===== src/rtl/restador_serie_no_signo.sv =====
// restador_serie_no_signo: bit-serial unsigned subtractor, LSB first, one result every ANCHO cycles.
// Ports:
//   clk          - clock, all state updates on the rising edge
//   reset        - synchronous active-high reset
//   Inicio       - start request, accepted while idle (including the Listo cycle)
//   MinuendoA    - unsigned minuend, captured on the accepting edge
//   SustraendoB  - unsigned subtrahend, captured on the accepting edge
//   Diferencia   - registered (A - B) mod 2^ANCHO, updated only on completion
//   Prestamo     - registered final borrow, 1 iff A < B
//   Ocupado      - high while bits are still being processed
//   Listo        - one-cycle pulse marking fresh Diferencia/Prestamo
module restador_serie_no_signo #(
    parameter int ANCHO = 4
) (
    input  logic             clk,
    input  logic             reset,
    input  logic             Inicio,
    input  logic [ANCHO-1:0] MinuendoA,
    input  logic [ANCHO-1:0] SustraendoB,
    output logic [ANCHO-1:0] Diferencia,
    output logic             Prestamo,
    output logic             Ocupado,
    output logic             Listo
);
    localparam int WC = $clog2(ANCHO + 1);

    typedef enum logic {REPOSO, RESTANDO} estado_t;

    estado_t          r_estado, w_siguiente;
    logic [ANCHO-1:0] r_a, r_b, r_res, r_dif;
    logic [WC-1:0]    r_cnt;
    logic             r_bin, r_pre, r_listo;
    logic             w_acepta, w_ultimo, w_d, w_bout, w_d0, w_b0;
    logic [ANCHO-1:0] w_res;

    assign w_acepta = (r_estado == REPOSO) && Inicio;
    assign w_ultimo = (r_estado == RESTANDO) && (r_cnt == WC'(1));
    assign w_d      = r_a[0] ^ r_b[0] ^ r_bin;
    assign w_bout   = (~r_a[0] & r_b[0]) | (~(r_a[0] ^ r_b[0]) & r_bin);
    assign w_res    = {w_d, r_res[ANCHO-1:1]};
    // Bit 0 is resolved on the accepting edge itself (borrow-in is zero there),
    // so the remaining ANCHO-1 bits finish in time for Listo to land in the
    // ANCHO-th cycle and a start during Listo gives gap-free back-to-back runs.
    assign w_d0     = MinuendoA[0] ^ SustraendoB[0];
    assign w_b0     = ~MinuendoA[0] & SustraendoB[0];

    assign Diferencia = r_dif;
    assign Prestamo   = r_pre;
    assign Listo      = r_listo;
    assign Ocupado    = (r_estado == RESTANDO);

    always_comb begin
        w_siguiente = r_estado;
        if (w_acepta)
            w_siguiente = RESTANDO;
        else if (w_ultimo)
            w_siguiente = REPOSO;
    end

    always_ff @(posedge clk) begin
        if (reset)
            r_estado <= REPOSO;
        else
            r_estado <= w_siguiente;
    end

    always_ff @(posedge clk) begin
        if (reset) begin
            r_a     <= '0;
            r_b     <= '0;
            r_res   <= '0;
            r_bin   <= 1'b0;
            r_cnt   <= '0;
            r_dif   <= '0;
            r_pre   <= 1'b0;
            r_listo <= 1'b0;
        end else begin
            r_listo <= w_ultimo;
            if (w_acepta) begin
                r_a   <= MinuendoA >> 1;
                r_b   <= SustraendoB >> 1;
                r_res <= {w_d0, {(ANCHO-1){1'b0}}};
                r_bin <= w_b0;
                r_cnt <= WC'(ANCHO - 1);
            end else if (r_estado == RESTANDO) begin
                r_a   <= r_a >> 1;
                r_b   <= r_b >> 1;
                r_res <= w_res;
                r_bin <= w_bout;
                r_cnt <= r_cnt - WC'(1);
                if (w_ultimo) begin
                    r_dif <= w_res;
                    r_pre <= w_bout;
                end
            end
        end
    end
endmodule


===== config.mk =====
export PLATFORM = sky130hd
export DESIGN_NAME = restador_serie_no_signo
export DESIGN_NICKNAME = d
export VERILOG_FILES = /design/src/rtl/restador_serie_no_signo.sv
export SDC_FILE = /design/constraint.sdc
export NUM_CORES = 1
export LEC_CHECK = 0
export BUFFER_PORTS_ARGS = -buffer_cell sky130_fd_sc_hd__buf_2
export CAP_MARGIN = 20
export CORE_MARGIN = 5
export CORE_UTILIZATION = 46
export CTS_CLUSTER_DIAMETER = 200
export DETAILED_ROUTE_END_ITERATION = 16
export PLACE_DENSITY = 0.64
export SLEW_MARGIN = 25
export SYNTH_ARGS = -nofsm -noshare
export SYNTH_HDL_FRONTEND = slang
export SYNTH_SLANG_ARGS = --single-unit

===== constraint.sdc =====
create_clock -name clk -period 1.5 [get_ports clk]
set_input_delay 0.15 -clock clk [delete_from_list [all_inputs] [get_ports clk]]
set_output_delay 0.15 -clock clk [all_outputs]
set_load 0.1 [all_outputs]

==> impl_metrics.csv, run 1 <==
group,metric,value,unit
sta,tightest_slew,486,ps
grt,first_global_vias,674,
sta,max_freq,0.822,GHz
worst_setup_path,r2r_slack,280,ps
drt,vias,664,
clock_tree,cts_made_buffers,3,
clock_tree,cts-root-buf,"clkbuf_4",
worst_setup_path,worst_ep_arrival_time,1420,ps
clock_tree,cts.sinks,20,
sta,min_period_over_period,81.1,%
worst_setup_path,cp_slowest_cell,"dfxtp_2",
floorplanning,ioPinCount,18,
sta,setup-tns-final,0,ps
clock_tree,cts_resized,0,
sta,min_period,1220,ps
clock_tree,cts_tree,"done",
logic_synthesis,yosys_warnings,0,
clock_tree,clock_latency,290,ps
final_layout,nFillCells,199,
placement,numPortBuffers,17,
power_and_ir_drop,leakagePower,0.462,nW
logic_synthesis,yosysSeqAreaShare,42.1,%
worst_setup_path,max_stage_delay,530,ps
floorplanning,die_h,55.5,microns
min_path,whs_endpoint,"r_a[2]",
sta,slew_headroom,67.9,%
logic_synthesis,synth.distinct_cells,26,
sta,holdWs,149,ps
drt,wire_per_inst,12.2,microns
floorplanning,initial_core_util,48.5,%
floorplanning,die_w,55.5,microns
clock_tree,cts_hold_buf,0,
final_layout,drive_gt1_share,29.0,%
drt,drt_iter0_drc,5,
drt,dr.pass1.iters,3,
clock_tree,htreeDepth,1,
clock_tree,post-cts-setup-buffer-count,0,
sta,hold_viol,0,
grt,antenna_found_initial,0,
placement,place_hpwl,1.21,mm
grt,grt_pass1_wl,2.88,mm
grt,grt_start_max_net_pins,27,
worst_setup_path,crit_chain,"buf_4, inv_1, a211oi_1",
final_layout,synthToLayoutAreaGrowth,13.2,%
logic_synthesis,syn_avg_cell_area,10.4,sq um
worst_setup_path,cp.buffers_inverters,2,
final_layout,layout_common_cells,"19 x dfxtp_1, 16 x buf_2, 11 x mux2i_1, 8 x nand2b_1",
floorplanning,coreArea,0.00196,sq mm
drt,vias_per_cell,4.96,
logic_synthesis,synth_nets,106,
worst_setup_path,r2r-start,"Ocupado",
worst_setup_path,ff2ff_path_depth,3,
grt,grt_overflow,0,
final_layout,final_common_cell,"dfxtp_1",
min_path,hold_class,"input pin to flip-flop",
worst_setup_path,critPathLaunchType,"flip-flop",
outcome,status,"finished clean",
sta,fin_skew,1.17,ps
worst_setup_path,critPathMaxFanout,16,
power_and_ir_drop,power_density,971,mW/mm^2
worst_setup_path,cpLargestDelayFamily,"flip-flops",
min_path,hp-start,"MinuendoA[3]",
logic_synthesis,synth_top_area_share,42.1,%
floorplanning,num_rows,16,
clock_tree,clk_pin_slew_worst_paths,100,ps
drt,antenna_left,0,
drt,drc,0,
logic_synthesis,synth_area,951,sq um
logic_synthesis,synthTopCellsByArea,"dfxtp_1 42%, mux2i_1 12%, nand2b_1 5.3%",
placement,place_congestion,0.649,
worst_setup_path,endpoint_kind,"flip-flop",
logic_synthesis,ys_seq_elements,20,
worst_setup_path,r2r_end,"r_a[1]",
sta,finalMaxSlewViolations,0,
min_path,holdPathStages,3,
power_and_ir_drop,power,1.05,mW
sta,setup_violations,0,
logic_synthesis,yosysTopAreaCell,"dfxtp_1",
worst_setup_path,crit_type,"flip-flop to flip-flop",
final_layout,antenna_cells,0,
worst_setup_path,cp_data_required_time,1700,ps
floorplanning,die-area,0.00308,sq mm
grt,grt_usage,11.8,%
run,cap_violations,0,
sta,rsz0062_at_grt,"no",
clock_tree,clockBufferDepth,2,
power_and_ir_drop,ir_worst_vdd,0.545,mV
drt,drt_wl_total,1.63,mm
logic_synthesis,syn_inst,91,
final_layout,fin_nets,124,
[power breakdown]
group	internal (mW)	total (mW)	leakage [nW]	switching, mW
clock	0.0932	0.241	0.0138	0.148
sequential	0.566	0.596	0.164	0.0299
combinational	0.0889	0.208	0.283	0.119
total	0.748	1.05	0.462	0.297
[state kept, by name (all words and copies together), names as in the netlist]
name	count
r_b	3
r_a	3
Ocupado	1
r_bin	1
Diferencia	4
Prestamo	1
Listo	1
r_res	3
r_cnt	3
[tightest hold or removal path: cells and delay by family]
| kind | cells | cell delay (ps) |
|---|---|---|
| simple gates | 1 | 110 |
| mux | 1 | 50 |
| buf+inv | 1 | 80 |
[logic make-up after synthesis]
kind of cell	Yosys count	share of synthesized area, %
compound gates	13	12.1
buf+inv	12	7.37
flops	20	42.1
mux	13	14.3
simple gates	29	18.0
fa+ha+maj	4	6.05
[Yosys cell counts]
| cell | n |
|---|---|
| a21oi_1 | 3 |
| mux2_4 | 1 |
| o41ai_2 | 1 |
| nand2b_1 | 8 |
| buf_6 | 2 |
| a21o_1 | 1 |
| or3b_2 | 1 |
| inv_1 | 6 |
| nand2_1 | 2 |
| nor3_1 | 5 |
| and2_1 | 1 |
| buf_2 | 2 |
| nor2_1 | 3 |
| fa_1 | 1 |
| mux2i_1 | 11 |
| a211oi_1 | 4 |
| or3b_1 | 1 |
| nand3b_1 | 1 |
| and3b_1 | 1 |
| a211oi_2 | 3 |
| dfxtp_1 | 20 |
| a21oi_2 | 1 |
| nor2b_1 | 6 |
| ha_1 | 3 |
| mux2_2 | 1 |
| buf_4 | 2 |
[per-stage QoR]
| step | setup WS [ps] | util, % | instance area [sq um] | std cells |
|---|---|---|---|---|
| 5_1_grt | 167 | 54.8 | 1080 | 134 |
| 3_5_place_dp | 278 | 53.7 | 1050 | 131 |
| 6_report | 284 | 54.8 | 1080 | 134 |
| 2_1_floorplan | 32.6 | - | 952 | 91 |
| 4_1_cts | 243 | 54.8 | 1080 | 134 |
| 3_3_place_gp | 305 | 53.7 | 1050 | 131 |
[routing by layer]
metal  vias up  GRT usage, %  wire, microns
met5         -             0              0
met4         0          5.21             12
met3         2          3.26             70
met2        11          20.4            830
met1       303          13.4            720
li1        348             -              -
[worst max-delay path by stage]
stage	start	end	slack (ps)	cells after the start
5_1_grt	r_cnt[0]	r_cnt[2]	170	4
6_report	Ocupado	r_a[1]	280	3
3_3_place_gp	Ocupado	Diferencia[3]	300	3
3_5_place_dp	Ocupado	r_a[1]	280	3
2_1_floorplan	Ocupado	Prestamo	30	3
4_1_cts	Ocupado	r_a[1]	240	3
[cell type report]
| type | instances | area, sq um | area share (%) |
|---|---|---|---|
| Multi-Input combinational cell | 59 | 480 | 44.7 |
| Sequential cell | 20 | 402 | 37.3 |
| Timing Repair Buffer | 19 | 115 | 10.7 |
| Inverter | 6 | 22.5 | 2.09 |
| Tap cell | 27 | 33.8 | 3.14 |
| Clock buffer | 3 | 22.5 | 2.09 |
Note: power is estimated with default switching activity, not from simulation.
==> run 2, diff against run 1 <==
- clock period: 1.5 -> 1.25 ns (I/O delays scaled with it)
==> impl_metrics.csv, run 2 (synthesized netlist as in run 1, its figures left out) <==
group,metric,value,unit
outcome,status,"finished clean",
final_layout,antenna_cells,0,
power_and_ir_drop,pwr-share-comb,20.8,%
clock_tree,post-cts-setup-buffer-count,0,
sta,max_freq,0.837,GHz
placement,dp_slack,59.2,ps
final_layout,multi_input_area,482,sq um
sta,rsz0062_at_grt,"no",
worst_setup_path,r2r_end,"Prestamo",
power_and_ir_drop,seq_power_share,55.1,%
floorplanning,die-area,0.00308,sq mm
power_and_ir_drop,ir_worst_vdd,0.681,mV
worst_setup_path,cp_slowest_cell,"buf_2",
power_and_ir_drop,power,1.29,mW
drt,vias_per_cell,4.96,
placement,numPortBuffers,17,
final_layout,seq_area,410,sq um
power_and_ir_drop,clock_power_share,24.1,%
clock_tree,cts_made_buffers,3,
sta,slew_headroom,67.6,%
drt,vias,685,
clock_tree,cts_resized,0,
power_and_ir_drop,p_int,0.922,mW
clock_tree,htreeDepth,1,
floorplanning,die_w,55.5,microns
floorplanning,num_rows,16,
worst_setup_path,cp_data_required_time,1120,ps
final_layout,drive_gt1_share,36.0,%
drt,wire_per_inst,11.8,microns
worst_setup_path,crit_type,"flip-flop to primary output",
final_layout,layout_common_cells,"15 x buf_2, 14 x dfxtp_1, 11 x mux2i_1, 8 x nand2b_1",
drt,drc,0,
min_path,hp-start,"SustraendoB[3]",
clock_tree,cts-root-buf,"clkbuf_4",
sta,min_period_over_period,95.6,%
sta,tightest_slew,490,ps
final_layout,finalNonFillerCells,138,
sta,min_period,1200,ps
final_layout,final_common_cell,"buf_2",
grt,grt_overflow,0,
floorplanning,initial_core_util,48.5,%
power_and_ir_drop,p_sw_share,28.5,%
sta,setup_violations,0,
grt,antenna_found_initial,0,
worst_setup_path,worst_ep_arrival_time,1070,ps
run,cap_violations,0,
final_layout,largest_reg_flops,4,
drt,antenna_left,0,
clock_tree,cts_hold_buf,0,
grt,grt_usage,11.4,%
final_layout,synthToLayoutAreaGrowth,17.6,%
sta,finalMaxSlewViolations,0,
sta,layout_setup_ws,54.8,ps
grt,grt_start_max_net_pins,22,
worst_setup_path,r2r-start,"r_cnt[1]",
clock_tree,cts.sinks,20,
clock_tree,clk_pin_slew_worst_paths,110,ps
placement,dp.cells,134,
worst_setup_path,critPathMaxFanout,2,
drt,drt_wl_total,1.63,mm
min_path,holdPathStages,3,
grt,first_global_vias,641,
power_and_ir_drop,power_density,1150,mW/mm^2
worst_setup_path,max_stage_delay,420,ps
final_layout,final_util,57.0,%
drt,dr.pass1.iters,3,
floorplanning,coreArea,0.00196,sq mm
final_layout,fin_nets,127,
grt,grt_pass1_wl,2.84,mm
power_and_ir_drop,power.switching,0.367,mW
floorplanning,die_h,55.5,microns
worst_setup_path,critPathLaunchType,"flip-flop",
worst_setup_path,cpLargestDelayFamily,"buffers and inverters",
final_layout,nFillCells,185,
floorplanning,ioPinCount,18,
sta,fin_skew,9.06,ps
sta,hold_viol,0,
clock_tree,cts_tree,"done",
worst_setup_path,cp.buffers_inverters,1,
placement,place_hpwl,1.23,mm
clock_tree,clockBufferDepth,2,
placement,place_congestion,0.660,
min_path,hold_class,"input pin to flip-flop",
power_and_ir_drop,leakagePower,0.479,nW
worst_setup_path,ff2ff_path_depth,4,
worst_setup_path,endpoint_kind,"primary output",
min_path,whs_endpoint,"r_b[2]",
worst_setup_path,r2r_slack,60,ps
drt,drt_iter0_drc,5,
clock_tree,clock_latency,290,ps
worst_setup_path,crit_chain,"buf_2",
run 2: changes by cell type in the layout (fill, tap and decap cells not counted):
cell	before	now
buf_4	2	4
and3b_1	1	0
and3b_2	0	1
clkbuf_4	3	4
clkbuf_1	0	1
dfxtp_4	0	1
buf_6	0	1
dfxtp_2	1	5
buf_2	16	15
dfxtp_1	19	14
run 2: worst max path at each step:
stage,start,to,slack [ps],depth (start not counted)
3_3_place_gp,r_cnt[0],r_cnt[2],90,4
2_1_floorplan,Ocupado,Prestamo,-30,3
5_1_grt,Prestamo,Prestamo,5,1
3_5_place_dp,r_cnt[0],r_cnt[2],60,4
4_1_cts,r_cnt[0],r_cnt[2],30,4
6_report,Prestamo,Prestamo,50,1
run 2: stage by stage:
stage	hold slack (ps)	cell area [sq um]	setup TNS, ps
2_1_floorplan	305	960	-32.7
3_3_place_gp	417	1080	0
3_5_place_dp	429	1080	0
4_1_cts	111	1110	0
5_1_grt	109	1120	0
6_report	115	1120	0
run 2: power groups by stage:
stage               logic [mW]  clock network, mW  registers (mW)
CTS                      0.269              0.324           0.708
finish                   0.267              0.310           0.710
detailed placement       0.268                  0           0.723
global route             0.294              0.359           0.716
global placement         0.263                  0           0.722
floorplan                0.162                  0           0.764
run 2: final cells by class:
type	instances	share of cell area (%)
Sequential cell	20	36.7
Clock buffer	4	2.35
Multi-Input combinational cell	59	43.1
Inverter	6	2.01
Tap cell	27	3.02
Timing Repair Buffer	22	12.9
run 2: layer usage:
metal  share of wire [%]  routed length [microns]  track usage, %  up-vias
met5                   0                        0               0        -
met4                0.80                       13            4.17        0
met3                 5.0                       82            3.96        2
met2                  50                      808            19.1       15
met1                  44                      720            13.3      318
li1                    -                        -               -      350
==> run 3, diff against run 2 <==
- RECOVER_POWER: default -> 50
==> impl_metrics.csv, run 3 (synthesized netlist as in run 1, its figures left out) <==
group,metric,value,unit
drt,antenna_left,0,
grt,grtUsageMet3,3.96,%
sta,slew_headroom,67.6,%
worst_setup_path,endpoint_kind,"primary output",
run,cap_violations,0,
final_layout,drive_gt1_share,32.4,%
worst_setup_path,max_stage_delay,420,ps
drt,drc,0,
grt,antenna_found_initial,0,
worst_setup_path,ff2ff_path_depth,4,
worst_setup_path,crit_chain,"buf_2",
grt,grt_overflow,0,
worst_setup_path,worst_ep_arrival_time,1070,ps
power_and_ir_drop,leakagePower,0.476,nW
clock_tree,clockBufferDepth,2,
clock_tree,clock_latency,290,ps
grt,grt_util_met1,13.3,%
worst_setup_path,startpoint,"Prestamo",
sta,min_period,1200,ps
power_and_ir_drop,power_density,1160,mW/mm^2
drt,wire_per_inst,11.9,microns
worst_setup_path,cp.buffers_inverters,1,
sta,tightest_slew,490,ps
grt,first_global_vias,641,
floorplanning,coreArea,0.00196,sq mm
grt,busiest_layer,"met2",
worst_setup_path,r2r_end,"Prestamo",
worst_setup_path,cp_data_required_time,1120,ps
drt,vias_per_cell,4.92,
clock_tree,htreeDepth,1,
grt,grt_pass1_wl,2.84,mm
worst_setup_path,r2r_slack,50,ps
worst_setup_path,critPathMaxFanout,2,
worst_setup_path,cp_slowest_cell,"buf_2",
clock_tree,cts_hold_buf,0,
final_layout,fin_nets,127,
min_path,hold_class,"input pin to flip-flop",
floorplanning,die_h,55.5,microns
floorplanning,die-area,0.00308,sq mm
floorplanning,die_w,55.5,microns
sta,setup-tns-final,0,ps
worst_setup_path,critPathLaunchType,"flip-flop",
final_layout,final_common_cell,"buf_2",
worst_setup_path,crit_type,"flip-flop to primary output",
final_layout,final_util,56.1,%
placement,numPortBuffers,17,
worst_setup_path,worstSetupEndpoint,"Prestamo",
sta,fin_skew,9.18,ps
drt,drt_iter0_drc,10,
sta,min_period_over_period,95.6,%
floorplanning,initial_core_util,48.5,%
sta,rsz0062_at_grt,"no",
placement,place_hpwl,1.23,mm
final_layout,finalNonFillerCells,138,
worst_setup_path,r2r-start,"r_cnt[1]",
clock_tree,post-cts-setup-buffer-count,0,
grt,grt_start_max_net_pins,22,
sta,finalMaxSlewViolations,0,
placement,place_congestion,0.660,
final_layout,largest_reg_flops,4,
drt,vias,679,
clock_tree,cts-root-buf,"clkbuf_4",
drt,drt_wl_total,1.64,mm
outcome,status,"finished clean",
clock_tree,cts_made_buffers,3,
final_layout,synthToLayoutAreaGrowth,15.7,%
floorplanning,num_rows,16,
drt,dr.pass1.iters,2,
sta,max_freq,0.837,GHz
worst_setup_path,crit_cells,1,
sta,setup_violations,0,
final_layout,antenna_cells,0,
floorplanning,ioPinCount,18,
final_layout,layout_common_cells,"15 x buf_2, 14 x dfxtp_1, 11 x mux2i_1, 8 x nand2b_1, 7 x a211oi_1",
sta,holdWs,115,ps
clock_tree,cts_tree,"done",
grt,grt_util_met2,19.1,%
clock_tree,cts.sinks,20,
worst_setup_path,cpLargestDelayFamily,"buffers and inverters",
clock_tree,clk_pin_slew_worst_paths,110,ps
power_and_ir_drop,ir_worst_vdd,0.681,mV
placement,dp.cells,134,
sta,hold_viol,0,
grt,grt_usage,11.4,%
## run 3: cell counts in the layout (fill, tap and decap cells not counted)
Identical to the previous run, type by type.
## run 3: through the flow
stage	setup slack, ps	power (mW)	area [sq um]
global placement	88.2	0.985	1080
floorplan	-32.7	0.925	960
CTS	33.5	1.30	1110
detailed placement	59.2	0.991	1080
global route	4.78	1.36	1100
finish	54.9	1.28	1100
## run 3: cell type report
type | count | area (sq um)
Inverter | 6 | 22.5
Fill cell | 187 | 862
Clock buffer | 4 | 26.3
Sequential cell | 20 | 410
Timing Repair Buffer | 22 | 144
Multi-Input combinational cell | 59 | 463
Tap cell | 27 | 33.8
## run 3: routing by layer
layer  vias to the layer above  part of all wire [%]
li1                        351                     -
met1                       313                    45
met2                        13                    49
met3                         2                   4.9
met4                         0                  0.79
met5                         -                     0
## run 3: worst min path at each step
stage	from	endpoint	slack, ps	depth (start not counted)
2_1_floorplan	reset	Diferencia[0]	310	2
3_3_place_gp	MinuendoA[3]	r_a[2]	420	3
3_5_place_dp	SustraendoB[3]	r_b[2]	430	3
4_1_cts	SustraendoB[3]	r_b[2]	110	3
5_1_grt	SustraendoB[3]	r_b[2]	110	3
6_report	SustraendoB[3]	r_b[2]	110	3
## run 3: timing repair
action / 4_1_cts / 5_1_grt
endpoints found under the hold margin: 0 / 0
setup endpoints to repair: 0 / 6
resized for setup: 0 / 7
## run 3: power breakdown
group | internal [mW] | switching (mW)
Sequential | 0.681 | 0.0292
Clock | 0.124 | 0.187
Combinational | 0.113 | 0.146
Total | 0.918 | 0.362
